`config.mk`:
```
export PLATFORM = sky130hd
export DESIGN_NAME = dmem_arbiter
export DESIGN_NICKNAME = d
export VERILOG_FILES = /design/src/rtl/dmem_arbiter.sv
export SDC_FILE = /design/constraint.sdc
export NUM_CORES = 1
export LEC_CHECK = 0
export BUFFER_PORTS_ARGS = -buffer_cell sky130_fd_sc_hd__buf_4
export CORE_AREA = 2 2 117 119
export CTS_BUF_LIST = sky130_fd_sc_hd__clkbuf_4 sky130_fd_sc_hd__clkbuf_8
export DETAILED_ROUTE_END_ITERATION = 6
export DIE_AREA = 0 0 119 121
export PLACE_DENSITY = 0.66
export RECOVER_POWER = 25
export SLEW_MARGIN = 20
export SYNTH_ARGS = -nofsm -noshare
export SYNTH_HDL_FRONTEND = slang
export SYNTH_SLANG_ARGS = --single-unit
```
`constraint.sdc`:
```
create_clock -name clk -period 1.71 [get_ports clk]
set_input_delay 0.171 -clock clk [delete_from_list [all_inputs] [get_ports clk]]
set_output_delay 0.171 -clock clk [all_outputs]
set_load 0.005 [all_outputs]
```
`src/rtl/dmem_arbiter.sv`:
```
// Two-port data-memory arbiter: port 0 (core load/store) and port 1
// (loader/debug) share one single-cycle data memory. Grants are registered
// and last one cycle. A port is never granted on consecutive cycles, and a
// tie between the ports is broken round-robin.
module dmem_arbiter #(
  parameter int unsigned AW = 32,
  parameter int unsigned DW = 32
) (
  input  logic          clk,
  input  logic          rst,
  input  logic          req0,
  input  logic          req1,
  input  logic          we0,
  input  logic          we1,
  input  logic [AW-1:0] addr0,
  input  logic [AW-1:0] addr1,
  input  logic [DW-1:0] wdata0,
  input  logic [DW-1:0] wdata1,
  output logic          gnt0,
  output logic          gnt1,
  output logic          rvalid0,
  output logic          rvalid1,
  output logic [DW-1:0] rdata0,
  output logic [DW-1:0] rdata1,
  output logic          stall0,
  output logic          mem_we,
  output logic [AW-1:0] mem_a,
  output logic [DW-1:0] mem_wd,
  input  logic [DW-1:0] mem_rd
);

  // Each grant owns one state bit, so a grant output is a flop output.
  typedef enum logic [1:0] {
    ST_IDLE = 2'b00,
    ST_P0   = 2'b01,
    ST_P1   = 2'b10
  } state_e;

  state_e        state_q;
  state_e        state_d;
  logic          last_q;
  logic          last_d;
  logic          elig0;
  logic          elig1;

  logic          rvalid0_q;
  logic          rvalid0_d;
  logic          rvalid1_q;
  logic          rvalid1_d;
  logic [DW-1:0] rdata0_q;
  logic [DW-1:0] rdata0_d;
  logic [DW-1:0] rdata1_q;
  logic [DW-1:0] rdata1_d;

  // Grant state and round-robin pointer; after reset port 0 wins the first tie.
  always_ff @(posedge clk) begin
    if (rst) begin
      state_q <= ST_IDLE;
      last_q  <= 1'b1;
    end else begin
      state_q <= state_d;
      last_q  <= last_d;
    end
  end

  // Pick the next grant; the port granted this cycle sits out the next one.
  always_comb begin
    state_d = ST_IDLE;
    last_d  = last_q;
    elig0   = req0 & (state_q != ST_P0);
    elig1   = req1 & (state_q != ST_P1);
    if (elig0 && elig1) begin
      state_d = last_q ? ST_P0 : ST_P1;
    end else if (elig0) begin
      state_d = ST_P0;
    end else if (elig1) begin
      state_d = ST_P1;
    end
    if (state_d == ST_P0) begin
      last_d = 1'b0;
    end else if (state_d == ST_P1) begin
      last_d = 1'b1;
    end
  end

  // Decode grants, core stall and the memory-side mux from the grant state.
  always_comb begin
    gnt0   = state_q[0];
    gnt1   = state_q[1];
    stall0 = req0 & ~state_q[0];
    mem_a  = addr0;
    mem_wd = wdata0;
    if (state_q[1]) begin
      mem_a  = addr1;
      mem_wd = wdata1;
    end
    mem_we = ~rst & ((state_q[0] & we0) | (state_q[1] & we1));
  end

  // Read return: capture memory data only at the end of a read grant cycle.
  always_comb begin
    rvalid0_d = state_q[0] & ~we0;
    rvalid1_d = state_q[1] & ~we1;
    rdata0_d  = rdata0_q;
    rdata1_d  = rdata1_q;
    if (rvalid0_d) begin
      rdata0_d = mem_rd;
    end
    if (rvalid1_d) begin
      rdata1_d = mem_rd;
    end
  end

  // Read return registers; a reset discards any read still in flight.
  always_ff @(posedge clk) begin
    if (rst) begin
      rvalid0_q <= 1'b0;
      rvalid1_q <= 1'b0;
      rdata0_q  <= '0;
      rdata1_q  <= '0;
    end else begin
      rvalid0_q <= rvalid0_d;
      rvalid1_q <= rvalid1_d;
      rdata0_q  <= rdata0_d;
      rdata1_q  <= rdata1_d;
    end
  end

  // Registered read-return outputs.
  always_comb begin
    rvalid0 = rvalid0_q;
    rvalid1 = rvalid1_q;
    rdata0  = rdata0_q;
    rdata1  = rdata1_q;
  end

endmodule
```
==> results of run 1 <==
flip-flops by register name, summed over array words and instances (netlist names):
signal,cells
rdata0,32
rvalid1,1
last_q,1
state_q,2
rdata1,32
rvalid0,1
kinds of logic after synthesis:
logic type,count (synthesis)
AND/OR/NAND/NOR,142
AO/OA/AOI/OAI,69
flip-flops,69
multiplexers,65
buffers and inverters,33
adder cells (fa/ha/maj),1
synthesized netlist by cell type (2+ instances only):
master | number | area share [%]
nand2_1 | 129 | 15
dfxtp_1 | 69 | 42
a21oi_1 | 64 | 9.8
mux2_2 | 64 | 22
buf_2 | 15 | 2.3
buf_6 | 8 | 2.8
nor2b_1 | 5 | 0.96
buf_4 | 4 | 0.92
clkbuf_1 | 4 | 0.46
nand2b_1 | 3 | 0.58
nor2_1 | 3 | 0.35
inv_1 | 2 | 0.23
per-layer routing:
metal / GRT usage, % / part of all wire (%)
met2: 31.0 / 50
met1: 21.2 / 40
met4: 6.99 / 2.2
met3: 4.28 / 7.1
met5: 0 / 0
what timing repair did:
item | 4_1_cts | 5_1_grt
resized for setup | 5 | 63
buffers inserted | 0 | 7
setup endpoints to repair | 64 | 40
gates cloned | 2 | 5
critical path, cell delays in order, from the launching register on:
cell       delay, ps
dfxtp_4          400
buf_8            140
clkbuf_16        170
mux2_4           330
buf_6            130
power breakdown:
group	switching [W]	total (W)	internal, W
clock	0.000601	0.00132	0.000721
sequential	0.0000349	0.00169	0.00166
combinational	0.000420	0.00117	0.000754
area by class of cell:
type	instances	area, µm²
multi-input cells	277	1810
clock inverters	4	48.8
well taps	176	220
clock buffers	12	146
inverters	2	7.51
repair buffers	319	2660
flip-flops and latches	69	1390
fillers	1262	6820
per-stage QoR:
step	total power [W]	TNS (ps)	util, %	hold WS (ps)	instance area [µm²]
2_1_floorplan	0.00208	0	-	307	3260
3_3_place_gp	0.00270	0	42.8	428	5600
3_5_place_dp	0.00272	0	42.8	435	5600
4_1_cts	0.00409	-277	44.8	52.3	5860
5_1_grt	0.00440	-428	47.9	59.4	6270
6_report	0.00419	0	47.9	78.4	6270
path summary, 6_finish.rpt:
path / depth (start not counted) / slack, ps / endpoint
worst max-delay path: 4 / 10 / mem_a[1]
worst min register to register: 2 / 460 / rdata1[25]
worst max register to register: 7 / 150 / last_q
worst min-delay path: 3 / 80 / rdata1[13]
==> impl_metrics.env, run 1 <==
export IMPL_cp_data_arrival_time_ps=1530
export IMPL_ys_warn_count=0
export IMPL_syn_area_per_cell_um2=8.59
export IMPL_final_cells=859
export IMPL_wl_um=14500
export IMPL_cp_startpoint="state_q[1]"
export IMPL_period_share_pct=99.2
export IMPL_fmax_mhz=589
export IMPL_grt_antenna_before_repair=0
export IMPL_die_height_um=121
export IMPL_area_growth_pct=92.6
export IMPL_final_layout_size_suffix_gt1_share_pct=58.7
export IMPL_initial_core_util_pct=24.9
export IMPL_cts_buffers=9
export IMPL_seq_area_frac_synth_pct=42.4
export IMPL_worst_slack_ps=13.3
export IMPL_syn_inst=379
export IMPL_ys_flop_type="dfxtp_1"
export IMPL_drt_pre_antenna_iters=4
export IMPL_start_kind="flop"
export IMPL_syn_num_nets=546
export IMPL_grt_pass1_vias=3805
export IMPL_final_common_cell="buf_4"
export IMPL_clock_path_buffers=2
export IMPL_dp_hpwl_um=10200
export IMPL_synth_distinct_cells=21
export IMPL_dr_first_iter_drc_count=276
export IMPL_crit_path_end_kind="output pin"
export IMPL_synth_edff_count=0
export IMPL_grt_pass1_wl_um=20000
export IMPL_insertion_delay_ps=350
export IMPL_r2r_start="state_q[1]"
export IMPL_layout_nets=845
export IMPL_synthMuxAreaShare_pct=22.4
export IMPL_dieArea_um2=14400
export IMPL_gr_total_overflow=0
export IMPL_status="finished clean"
export IMPL_hold_class="in -> reg"
export IMPL_dp_slack_ps=133
export IMPL_rows=42
export IMPL_die_w_um=119
export IMPL_power_density_nw_per_um2=668
export IMPL_synth_area_um2=3260
export IMPL_dr_total_vias=3861
export IMPL_hold_viol=0
export IMPL_htree_levels=3
export IMPL_grt_use_total_pct=17.9
export IMPL_required_ps=1540
export IMPL_period_needed_ps=1700
export IMPL_post_place_cells=829
export IMPL_io_buffers=299
export IMPL_globalplace_congestion=0.905
export IMPL_synth_xor_area_share_pct=0
export IMPL_crit_fanout=8
export IMPL_hold_buffers=0
export IMPL_route_detailed_drc=0
export IMPL_relSlewSlack_pct=73.7
export IMPL_layout_common_cells="buf_4 (246), nand2_1 (129), dfxtp_1 (68)"
export IMPL_cts_tree="yes"
export IMPL_leakagePower_nw=2.90
export IMPL_yosys_area_share_adder_pct=0.384
export IMPL_rsz0062_at_grt="true"
export IMPL_clock_sinks=69
export IMPL_vias_per_cell=4.49
export IMPL_wl_per_cell_um=16.9
export IMPL_synthArstFlopShare_pct=0
export IMPL_core_um2=13100
export IMPL_antenna_cells=0
export IMPL_ir_drop_mv=0.291
export IMPL_ios=300
export IMPL_postRouteAntennaNets=0
export IMPL_ys_ff_latch=69
export IMPL_clock_skew_ps=8.54
export IMPL_cts_root_buf="clkbuf_8"
export IMPL_crit_type="reg -> out"
export IMPL_synth_simple_area_share_pct=17.1
export IMPL_worstMarginPinSlew_ps=394
export IMPL_maxCapViolations=0
export IMPL_path_clk_slew_ps=70
export IMPL_hp_start="mem_rd[13]"
export IMPL_finalMaxSlewViolations=0
export IMPL_synth_compound_area_share_pct=10.9
export IMPL_synth_top_family_by_area="multiplexers"
export IMPL_grt_max_degree=38
export IMPL_setup_viol=0
(Power assumes the default switching activity.)
==> run 2, diff against run 1 <==
--- a/config.mk
+++ b/config.mk
@@ -12,6 +12,7 @@
 export DIE_AREA = 0 0 119 121
 export PLACE_DENSITY = 0.66
 export RECOVER_POWER = 25
+export SETUP_SLACK_MARGIN = 0.4
 export SLEW_MARGIN = 20
 export SYNTH_ARGS = -nofsm -noshare
 export SYNTH_HDL_FRONTEND = slang
==> impl_metrics.env, run 2 (same netlist as run 1, synthesis figures left out) <==
export IMPL_status="finished clean"
export IMPL_fmax_mhz=606
export IMPL_ios=300
export IMPL_met3_usage_pct=6.11
export IMPL_path_cells="buf_6, clkbuf_16, mux2_4, buf_6"
export IMPL_wl_per_cell_um=18.2
export IMPL_path_clk_slew_ps=70
export IMPL_drt_pre_antenna_iters=4
export IMPL_cp_slowest_cell="dfxtp_4"
export IMPL_cts_buffers=9
export IMPL_core_um2=13100
export IMPL_vias_per_cell=4.60
export IMPL_dpl_instance_area_um2=5630
export IMPL_grt_antenna_before_repair=0
export IMPL_critPathTopFamily="buffers and inverters"
export IMPL_total_power_w=0.00439
export IMPL_worstMarginPinSlew_ps=351
export IMPL_slowest_delay_ps=410
export IMPL_power_density_nw_per_um2=624
export IMPL_relSlewSlack_pct=76.6
export IMPL_leakagePower_nw=3.33
export IMPL_setup_viol=0
export IMPL_dieArea_um2=14400
export IMPL_area_growth_pct=116
export IMPL_postRouteAntennaNets=0
export IMPL_initial_core_util_pct=24.9
export IMPL_hold_buffers=0
export IMPL_utilization_pct=53.8
export IMPL_clock_path_buffers=2
export IMPL_layout_nets=852
export IMPL_clock_sinks=69
export IMPL_grt_max_degree=61
export IMPL_period_share_pct=96.5
export IMPL_worst_slack_ps=59.2
export IMPL_die_height_um=121
export IMPL_rsz0062_at_grt="true"
export IMPL_dp_slack_ps=222
export IMPL_finalMaxSlewViolations=0
export IMPL_grt_pass1_vias=3868
export IMPL_insertion_delay_ps=330
export IMPL_gr_usage_met1_pct=20.7
export IMPL_ir_drop_mv=0.309
export IMPL_cts_root_buf="clkbuf_8"
export IMPL_grt_use_total_pct=18.4
export IMPL_required_ps=1540
export IMPL_crit_fanout=8
export IMPL_route_detailed_drc=0
export IMPL_final_cell_area_um2=7040
export IMPL_grt_pass1_wl_um=20600
export IMPL_wl_um=15800
export IMPL_gr_total_overflow=0
export IMPL_final_common_cell="buf_4"
export IMPL_final_seq_area_um2=1390
export IMPL_final_layout_size_suffix_gt1_share_pct=68.2
export IMPL_busiest_layer="met2"
export IMPL_dr_first_iter_drc_count=191
export IMPL_maxCapViolations=0
export IMPL_crit_path_end_kind="output pin"
export IMPL_cp_common_cell="buf_6"
export IMPL_dr_total_vias=3975
export IMPL_cp_data_arrival_time_ps=1480
export IMPL_crit_buf_inv=3
export IMPL_antenna_cells=0
export IMPL_htree_levels=3
export IMPL_multi_input_area_um2=2280
export IMPL_grtUsageMet2_pct=32.5
export IMPL_io_buffers=299
export IMPL_rows=42
export IMPL_period_needed_ps=1650
export IMPL_fillCellCount=1177
export IMPL_hold_viol=0
export IMPL_crit_type="reg -> out"
export IMPL_start_kind="flop"
export IMPL_layout_common_cells="buf_4 (191), nand2_1 (99), buf_6 (70)"
export IMPL_clock_skew_ps=6.82
export IMPL_dp_hpwl_um=10300
export IMPL_globalplace_congestion=0.978
export IMPL_cts_tree="yes"
export IMPL_fin_setup_tns_ps=0
export IMPL_die_w_um=119
export IMPL_hold_class="in -> reg"
-- run 2: metrics by stage --
step                hold WS [ps]  instances
finish                      83.9        865
global route                54.2        865
global placement             428        829
CTS                         63.3        858
floorplan                    307        379
detailed placement           430        829
-- run 2: worst register-to-register path: cells and delay by family (launching register included) --
kind                     cells  cell delay (ps)
AND/OR/NAND/NOR              3              330
multiplexers                 1              180
flip-flops                   1              390
adder cells (fa/ha/maj)      1              260
AO/OA/AOI/OAI                1               70
buffers and inverters        2              270
-- run 2: layout make-up --
type,instances,area share (%)
clock buffer,9,1.76
clock inverter,6,0.889
inverter,2,0.107
multi-input combinational,277,32.3
sequential,69,19.7
tap,176,3.13
timing repair buffer,326,42.0
-- run 2: worst paths after layout --
| check | slack (ps) | cells past startpoint | endpoint | startpoint |
|---|---|---|---|---|
| min reg2reg | 460 | 2 | rdata0[8] | rdata0[8] |
| max reg2reg | 100 | 8 | last_q | state_q[1] |
| max | 60 | 4 | mem_wd[20] | state_q[1] |
| min | 80 | 3 | rdata1[13] | mem_rd[13] |
-- run 2: timing repair --
action	in CTS	in global routing
cloned	5	6
pin swaps	5	48
setup endpoints to repair	67	100
gates resized for setup	63	172
buffers inserted	9	1
-- run 2: routing by layer --
metal  wire (µm)  vias to the layer above
met5           0                        -
met4         333                        0
met3        1070                       22
met2        8220                      174
met1        6140                     1908
li1            -                     1871
-- run 2: power breakdown --
group	switching, W	internal [W]	leakage [nW]
logic	0.000517	0.000896	2.68
registers	0.0000364	0.00166	0.561
clock network	0.000620	0.000666	0.0958
